## src/rtl/imm_ext_pkg.sv

```systemverilog
// Shared definitions for the ID->EX immediate extender: extension modes and buffer sizing.
package imm_ext_pkg;

    localparam int unsigned MODE_W = 2;
    localparam int unsigned DEPTH  = 2;
    localparam int unsigned CNT_W  = 2;

    typedef enum logic [MODE_W-1:0] {
        MODE_SIGN   = 2'b00,
        MODE_ZERO   = 2'b01,
        MODE_UPPER  = 2'b10,
        MODE_BRANCH = 2'b11
    } mode_t;

endpackage

```

## src/rtl/imm_ext_core.sv

```systemverilog
// Combinational immediate extender; also used directly by the single-cycle datapath.
module imm_ext_core
    import imm_ext_pkg::*;
#(
    parameter int unsigned IN_W  = 16,
    parameter int unsigned OUT_W = 32
) (
    input  mode_t             mode_i,
    input  logic [IN_W-1:0]   data_i,
    output logic [OUT_W-1:0]  ext_o
);

    localparam int unsigned PAD_W = OUT_W - IN_W;

    logic [OUT_W-1:0] sign_ext;

    always_comb begin
        sign_ext = {{PAD_W{data_i[IN_W-1]}}, data_i};
        ext_o    = sign_ext;
        case (mode_i)
            MODE_SIGN:   ext_o = sign_ext;
            MODE_ZERO:   ext_o = {{PAD_W{1'b0}}, data_i};
            MODE_UPPER:  ext_o = {data_i, {PAD_W{1'b0}}};
            MODE_BRANCH: ext_o = {sign_ext[OUT_W-3:0], 2'b00};
            default:     ext_o = sign_ext;
        endcase
    end

endmodule

```

## src/rtl/imm_extend_pipe.sv

```systemverilog
// Pipelined immediate extender: combinational extension feeding a 2-entry in-order skid buffer
// with a tag sideband, valid/ready on both sides and a synchronous flush.
module imm_extend_pipe
    import imm_ext_pkg::*;
#(
    parameter int unsigned IN_W  = 16,
    parameter int unsigned OUT_W = 32,
    parameter int unsigned TAG_W = 5
) (
    input  logic              clk_i,
    input  logic              rst_i,
    input  logic              flush_i,
    input  logic              in_valid_i,
    output logic              in_ready_o,
    input  logic [IN_W-1:0]   data_i,
    input  logic [1:0]        mode_i,
    input  logic [TAG_W-1:0]  tag_i,
    output logic              out_valid_o,
    input  logic              out_ready_i,
    output logic [OUT_W-1:0]  data_o,
    output logic [TAG_W-1:0]  tag_o
);

    logic [OUT_W-1:0] ext;
    logic [OUT_W-1:0] mem_data_q [DEPTH];
    logic [TAG_W-1:0] mem_tag_q  [DEPTH];
    logic             wptr_q, wptr_d;
    logic             rptr_q, rptr_d;
    logic [CNT_W-1:0] count_q, count_d;
    logic [OUT_W-1:0] data_q, data_d;
    logic [TAG_W-1:0] tag_q, tag_d;
    logic             push, pop;

    imm_ext_core #(
        .IN_W  (IN_W),
        .OUT_W (OUT_W)
    ) u_core (
        .mode_i (mode_t'(mode_i)),
        .data_i (data_i),
        .ext_o  (ext)
    );

    assign in_ready_o  = (count_q != CNT_W'(DEPTH)) & ~flush_i;
    assign out_valid_o = (count_q != CNT_W'(0));
    assign push        = in_valid_i & in_ready_o;
    assign pop         = out_valid_o & out_ready_i & ~flush_i;
    assign data_o      = data_q;
    assign tag_o       = tag_q;

    // Next pointers/count, plus the next head value so data_o/tag_o come straight from flops.
    always_comb begin
        wptr_d  = wptr_q;
        rptr_d  = rptr_q;
        count_d = count_q;
        data_d  = data_q;
        tag_d   = tag_q;
        if (flush_i) begin
            wptr_d  = 1'b0;
            rptr_d  = 1'b0;
            count_d = CNT_W'(0);
        end else begin
            if (push) wptr_d = ~wptr_q;
            if (pop)  rptr_d = ~rptr_q;
            case ({push, pop})
                2'b10:   count_d = count_q + CNT_W'(1);
                2'b01:   count_d = count_q - CNT_W'(1);
                default: count_d = count_q;
            endcase
            // An empty buffer keeps showing the last popped entry.
            if (count_d != CNT_W'(0)) begin
                if (push && (wptr_q == rptr_d)) begin
                    data_d = ext;
                    tag_d  = tag_i;
                end else begin
                    data_d = mem_data_q[rptr_d];
                    tag_d  = mem_tag_q[rptr_d];
                end
            end
        end
    end

    always_ff @(posedge clk_i or negedge rst_i) begin
        if (!rst_i) begin
            wptr_q  <= 1'b0;
            rptr_q  <= 1'b0;
            count_q <= CNT_W'(0);
            data_q  <= OUT_W'(0);
            tag_q   <= TAG_W'(0);
            for (int i = 0; i < DEPTH; i++) begin
                mem_data_q[i] <= OUT_W'(0);
                mem_tag_q[i]  <= TAG_W'(0);
            end
        end else begin
            wptr_q  <= wptr_d;
            rptr_q  <= rptr_d;
            count_q <= count_d;
            data_q  <= data_d;
            tag_q   <= tag_d;
            if (push) begin
                mem_data_q[wptr_q] <= ext;
                mem_tag_q[wptr_q]  <= tag_i;
            end
        end
    end

endmodule

```

## config.mk

```make
export PLATFORM = sky130hd
export DESIGN_NAME = imm_extend_pipe
export DESIGN_NICKNAME = d
export VERILOG_FILES = /design/src/rtl/imm_ext_pkg.sv /design/src/rtl/imm_ext_core.sv /design/src/rtl/imm_extend_pipe.sv
export SDC_FILE = /design/constraint.sdc
export NUM_CORES = 1
export LEC_CHECK = 0
export BUFFER_PORTS_ARGS = -buffer_cell sky130_fd_sc_hd__clkbuf_2
export CAP_MARGIN = 20
export CORE_ASPECT_RATIO = 0.7
export CORE_MARGIN = 4
export CORE_UTILIZATION = 60
export DETAILED_ROUTE_END_ITERATION = 6
export HOLD_SLACK_MARGIN = 0.06
export PLACE_DENSITY = 0.81
export SYNTH_ARGS = -nofsm -noshare
export SYNTH_HDL_FRONTEND = slang
export SYNTH_SLANG_ARGS = --single-unit
```

## constraint.sdc

```tcl
create_clock -name clk_i -period 6.14 [get_ports clk_i]
set_clock_uncertainty 0.05 [all_clocks]
set_input_delay 0.307 -clock clk_i [delete_from_list [all_inputs] [get_ports clk_i]]
set_output_delay 0.307 -clock clk_i [all_outputs]
set_load 0.1 [all_outputs]
```

# Word-level counts from Yosys, hierarchy flattened
# Index checks and enable logic that the tools add are counted.
# Widths: inputs -> output; s select.
[word_totals] rom_bits=0 latchBits=0 regBits=115 word_cells=60 input_bits=28 mem_count=0 out_inout_bits=39 mem_bits_rw=0
[op_classes] n_addsub=2 n_shift=0 bitwise=9 div=0 muxes=23 order_cmp=3 eq_ne=7 reduce_logical=7 mul=0
[op_table] op="$mux 32" count=5
[op_table] op="$pmux 32 s4" count=1
[op_table] op="$bwmux 64" count=1
[op_table] op="$demux 32 s1" count=1
[op_table] op="$mux 5" count=5
[op_table] op="$bwmux 10" count=1
[op_table] op="$eq 2x2->1 const B" count=3
[op_table] op="$reduce_bool 2->1" count=3
[op_table] op="$demux 5 s1" count=1
[op_table] op="$mux 1" count=5
[op_table] op="$and 1x1->1" count=4
[op_table] op="$eq 2x1->1 const B" count=2
[op_table] op="$ge 2x2->1 const B" count=2
[op_table] op="$mux 2" count=2
[op_table] op="$not 1->2" count=2
[op_table] op="$pmux 2 s2" count=1
[op_table] op="$not 1->1" count=3
[op_table] op="$add 2x1->2 const B" count=1
[op_table] op="$logic_and 1x1->1" count=2
[op_table] op="$logic_not 2->1" count=1
[op_table] op="$lt 2x1->1 const B" count=1
[op_table] op="$ne 2x2->1 const B" count=1
[op_table] op="$reduce_and 2->1" count=1
[op_table] op="$sub 2x1->2 const B" count=1
[op_table] op="$eq 1x1->1" count=1

# Longest topological paths before layout
[depth] word_depth=10 mapped_depth=12 mapped_depth_nobuf=7

# Hierarchy
# From an unflattened synthesis, not the netlist that was laid out.
[unflattened] hier_cells=502 area_unflattened_um2=6068.3
[modules_own_cells] mod="imm_extend_pipe" cells_each=442 area_each_um2=5556.6 instances=1 seq_area_each_um2=2877.8
[modules_own_cells] mod="imm_ext_core" cells_each=60 area_each_um2=511.7 instances=1 seq_area_each_um2=0.0

# Worst setup path after synthesis
# OpenSTA, ideal clock, no wires.
[synth_path] kind="register -> register" startpoint="register count_q[1]" endpoint="register data_q[10] (netlist: data_o[10])" path_slack_ps=3392 t_required_ps=5957 arrival_ps=2565 stages_incl_launch_ff=12 n_path_buf=4 path_cell_list="dfrtp_1 -> buf_6 -> nor2_4 -> buf_2 -> buf_1 -> nor2_1 -> ha_1 -> and2b_1 -> a31o_2 -> clkbuf_1 -> o21ai_0 -> o211ai_2"
[synth_between] elab_chain_len=10
[synth_rtl] element="from (decl)" line="imm_extend_pipe.sv:29" rtl="logic [CNT_W-1:0] count_q, count_d;"
[synth_rtl] element="from (signal assigned)" line="imm_extend_pipe.sv:96" rtl="count_q <= count_d;"
[synth_rtl] element="$reduce_bool 2->1" line="imm_extend_pipe.sv:44" rtl="assign out_valid_o = (count_q != CNT_W'(0));"
[synth_rtl] element="$and 1x1->1 (2 in series)" line="imm_extend_pipe.sv:46" rtl="assign pop = out_valid_o & out_ready_i & ~flush_i;"
[synth_rtl] element="$mux 1" line="imm_extend_pipe.sv:63" rtl="if (pop) rptr_d = ~rptr_q;"
[synth_rtl] element="$mux 1" line="imm_extend_pipe.sv:57" rtl="if (flush_i) begin"
[synth_rtl] element="$not 1->2 (implied by the code)" line="imm_extend_pipe.sv:75" rtl="data_d = mem_data_q[rptr_d];"
[synth_rtl] element="$mux 32 (implied by the code) (3 in series)" line="imm_extend_pipe.sv:75"
[synth_rtl] element="$mux 32" line="imm_extend_pipe.sv:71" rtl="if (push && (wptr_q == rptr_d)) begin"
[synth_rtl] element="to (signal assigned)" line="imm_extend_pipe.sv:97" rtl="data_q <= data_d;"
[synth_rtl] element="to (decl)" line="imm_extend_pipe.sv:30" rtl="logic [OUT_W-1:0] data_q, data_d;"
# Parallel ways exist; a longest one is shown, timed or not. The select of a mux whose other input is x is not followed.
# A chain may end at the register's enable or synchronous reset.

# Worst setup path in the final report
[layout_path] startpoint="register count_q[1]" endpoint="register tag_q[1] (netlist: tag_o[1])"
[layout_between] elab_chain_len=10
[layout_rtl] element="$reduce_bool 2->1" line="imm_extend_pipe.sv:44"
[layout_rtl] element="$and 1x1->1 (2 in series)" line="imm_extend_pipe.sv:46"
[layout_rtl] element="$mux 1" line="imm_extend_pipe.sv:63"
[layout_rtl] element="$mux 1" line="imm_extend_pipe.sv:57"
[layout_rtl] element="$not 1->2 (implied by the code)" line="imm_extend_pipe.sv:76" rtl="tag_d = mem_tag_q[rptr_d];"
[layout_rtl] element="$mux 5 (implied by the code) (3 in series)" line="imm_extend_pipe.sv:76"
[layout_rtl] element="$mux 5" line="imm_extend_pipe.sv:71"
[layout_rtl] element="to (signal assigned)" line="imm_extend_pipe.sv:98" rtl="tag_q <= tag_d;"
[layout_rtl] element="to (decl)" line="imm_extend_pipe.sv:31" rtl="logic [TAG_W-1:0] tag_q, tag_d;"
# Parallel ways exist; a longest one is shown, timed or not. The select of a mux whose other input is x is not followed.

==> run metrics <==
Post-DRT Antenna Nets 0; core area 11900 sq um; CTS root buffer clkbuf_16; Hold Crit Class in -> reg; Post-synth ARST share 100%; global-route usage over all layers 31.3%; cell area after synthesis 7350 sq um; CP cell instances nor2_4, buf_4, nor2_1, ha_1, nand3b_1, a21o_1, buf_4, o211ai_1, o221ai_1; layout cells sized above 1 19.4%; status completed; fill count 917; multi-input logic area 4010 sq um; Clock Tree Buf Depth 2; pins over their slew limit 0; vias 6960; Yosys top cell by area dfrtp_1; Post-Syn Instances 852; quantity of gates resized following cts 0; number of synthesized flops with an enable pin 0; Final HPWL DP 12.4 mm; Reg area 2880 sq um; PwrDens 466 nW/um^2; diode count 0; syn nets 881; Final #Nets 885; average size of a mapped cell 8.63 sq um; Vert. Die Dim 101 um; CP max stage delay 0.63 ns; Area Growth Syn to Fin 12.5%; CTS tree done; detailed-route wire length per cell 21.3 um; fmax 0.260 GHz; CTS Buf Count 17; gr ovfl total 0; Final Core Density 69.8%; Worst EP required 6.42 ns; top_reg_cell synth dfrtp_1; Worst-path clk slew 0.05 ns; Worst R2R Setup Slack 2.30 ns; largest net degree at the start of global routing 150; crit end category register; final WL 21.8 mm; maximum VDD drop 0.000318 V; Worst setup SP type register; CP most frequent cell buf_4; I/O pin total 67; most frequent cells in the layout nand2_1 (153), o21ai_0 (115), dfrtp_1 (114); max cap viols 0; clk sinks 115; row cnt 33; Slew @ Worst Pin 1.00 ns; Setup TNS Final 0 ns; # hold bufs at CTS 1; Seq cells post-synth 115; initial drt markers 894; RSZ-0062 raised after global routing no; critical path type reg -> reg; Critical-path top delay cell a21o_1; first-pass GRT wire length 35.0 mm; Chip Width 140 um; Cell variety after synth 41; share of the synthesized area in the top cell type 39.1%; Final Hold Vio Count 0; clk_lat worst skew 0.42 ns; H-tree levels 4; Static Leak 0.00357 uW; Residual DRC 0; DR vias/cell 6.79; port buffer count 66; delay-heaviest family, CP compound AO/OA/AOI/OAI gates; most common cell after layout, fill and taps aside nand2_1; Yosys Warn Count 0; Final Setup Violations 0; setup bufs post-CTS 0; Slew headroom 32.9%; WP buf/inv 2; register area share after synthesis 39.1%; number of global-route vias before repair 6768; Placer Congestion 0.851; drt first pass iters 5; Final period util 62.6%; antenna violations before repair 0; crit path DAT 4.12 ns; initial core utilization 62.0%; top cells by area, synth dfrtp_1 (39%), o21ai_0 (7.8%), nand2_1 (7.8%), o211ai_1 (7.0%), nand2b_1 (6.6%); crit-path max FO 23; final worst path period need 3.84 ns; Die ar. 14100 sq um
flip-flops by register name (all words and copies together), names as in the netlist:
| signal | count |
|---|---|
| tag_o | 5 |
| data_o | 32 |
| mem_data_q | 64 |
| wptr_q | 1 |
| mem_tag_q | 10 |
| rptr_q | 1 |
| count_q | 2 |
routing by layer:
metal / vias up / share of wire [%] / wire length (um) / GRT usage (%)
met3: 55 / 11 / 2380 / 7.87
li1: 3105 / - / - / -
met1: 3346 / 39 / 8610 / 40.6
met4: 0 / 2.2 / 472 / 13.6
met2: 454 / 48 / 10400 / 50.4
met5: - / 0 / 0 / 0
layout make-up:
| cell class | count | area share (%) |
|---|---|---|
| clock buffers | 23 | 6.14 |
| clock inverters | 8 | 2.06 |
| inverters | 10 | 0.454 |
| multi-input cells | 631 | 48.4 |
| flip-flops and latches | 115 | 34.9 |
| well taps | 157 | 2.38 |
| repair buffers | 81 | 5.66 |
worst reg2reg max path, delay by kind of cell (launching register included):
family | cells | cell delay, ns
adders and majority gates | 1 | 0.44
buffers and inverters | 2 | 0.86
and+or+nand+nor | 3 | 0.85
AOI/OAI and AO/OA | 3 | 1.00
DFF | 1 | 0.54
worst paths after layout:
kind / from / end / depth (start not counted)
worst max-delay path: count_q[1] / tag_o[1] / 9
worst min register to register: mem_data_q[17] / mem_data_q[17] / 2
max in group asynchronous: rst_i / data_o[23] / 3
worst min-delay path: tag_i[3] / mem_tag_q[3] / 3
worst max register to register: count_q[1] / tag_o[1] / 9
min in group asynchronous: rst_i / wptr_q / 2
cell usage after synthesis (2+ instances only):
library cell	count
a211oi_1	37
a21boi_0	2
a21o_1	17
a21oi_1	17
a22o_1	13
a22oi_1	50
buf_1	5
buf_2	27
buf_6	8
clkbuf_1	56
dfrtp_1	115
inv_1	9
mux2_2	15
nand2_1	153
nand2b_1	77
nand3_1	2
nand3b_1	2
nor2_1	3
nor2b_1	4
o2111ai_1	2
o211ai_1	69
o211ai_2	30
o21ai_0	115
o221ai_1	5
xnor2_1	2
xor2_1	2
cell families (layout without fill, tap and decap cells):
group                      after synthesis  after routing  synth area share, %
AOI/OAI and AO/OA                      362            362                 35.1
and+or+nand+nor                        249            249                 16.1
DFF                                    115            115                 39.1
buffers and inverters                  106            122                 6.69
muxes                                   15             15                 2.30
xor gates and xnor gates                 4              4                0.477
adders and majority gates                1              1                0.170
where the power goes:
part           internal, uW  switching [uW]
Clock                   782             359
Sequential              989             174
Combinational           322            1230
Total                  2090            1760
through the flow:
step           power [uW]  cell area (sq um)  setup slack [ns]  cells  hold WS [ns]
6_report             3850               8270              2.30   1025         0.114
5_1_grt              4010               8270              2.17   1025         0.130
4_1_cts              3850               8240              2.41   1024         0.110
3_5_place_dp         2700               7550              2.49    992         0.319
3_3_place_gp         2650               7550              2.63    992         0.300
2_1_floorplan        2380               7350              3.39    852       -0.0386
(Power assumes the default switching activity.)
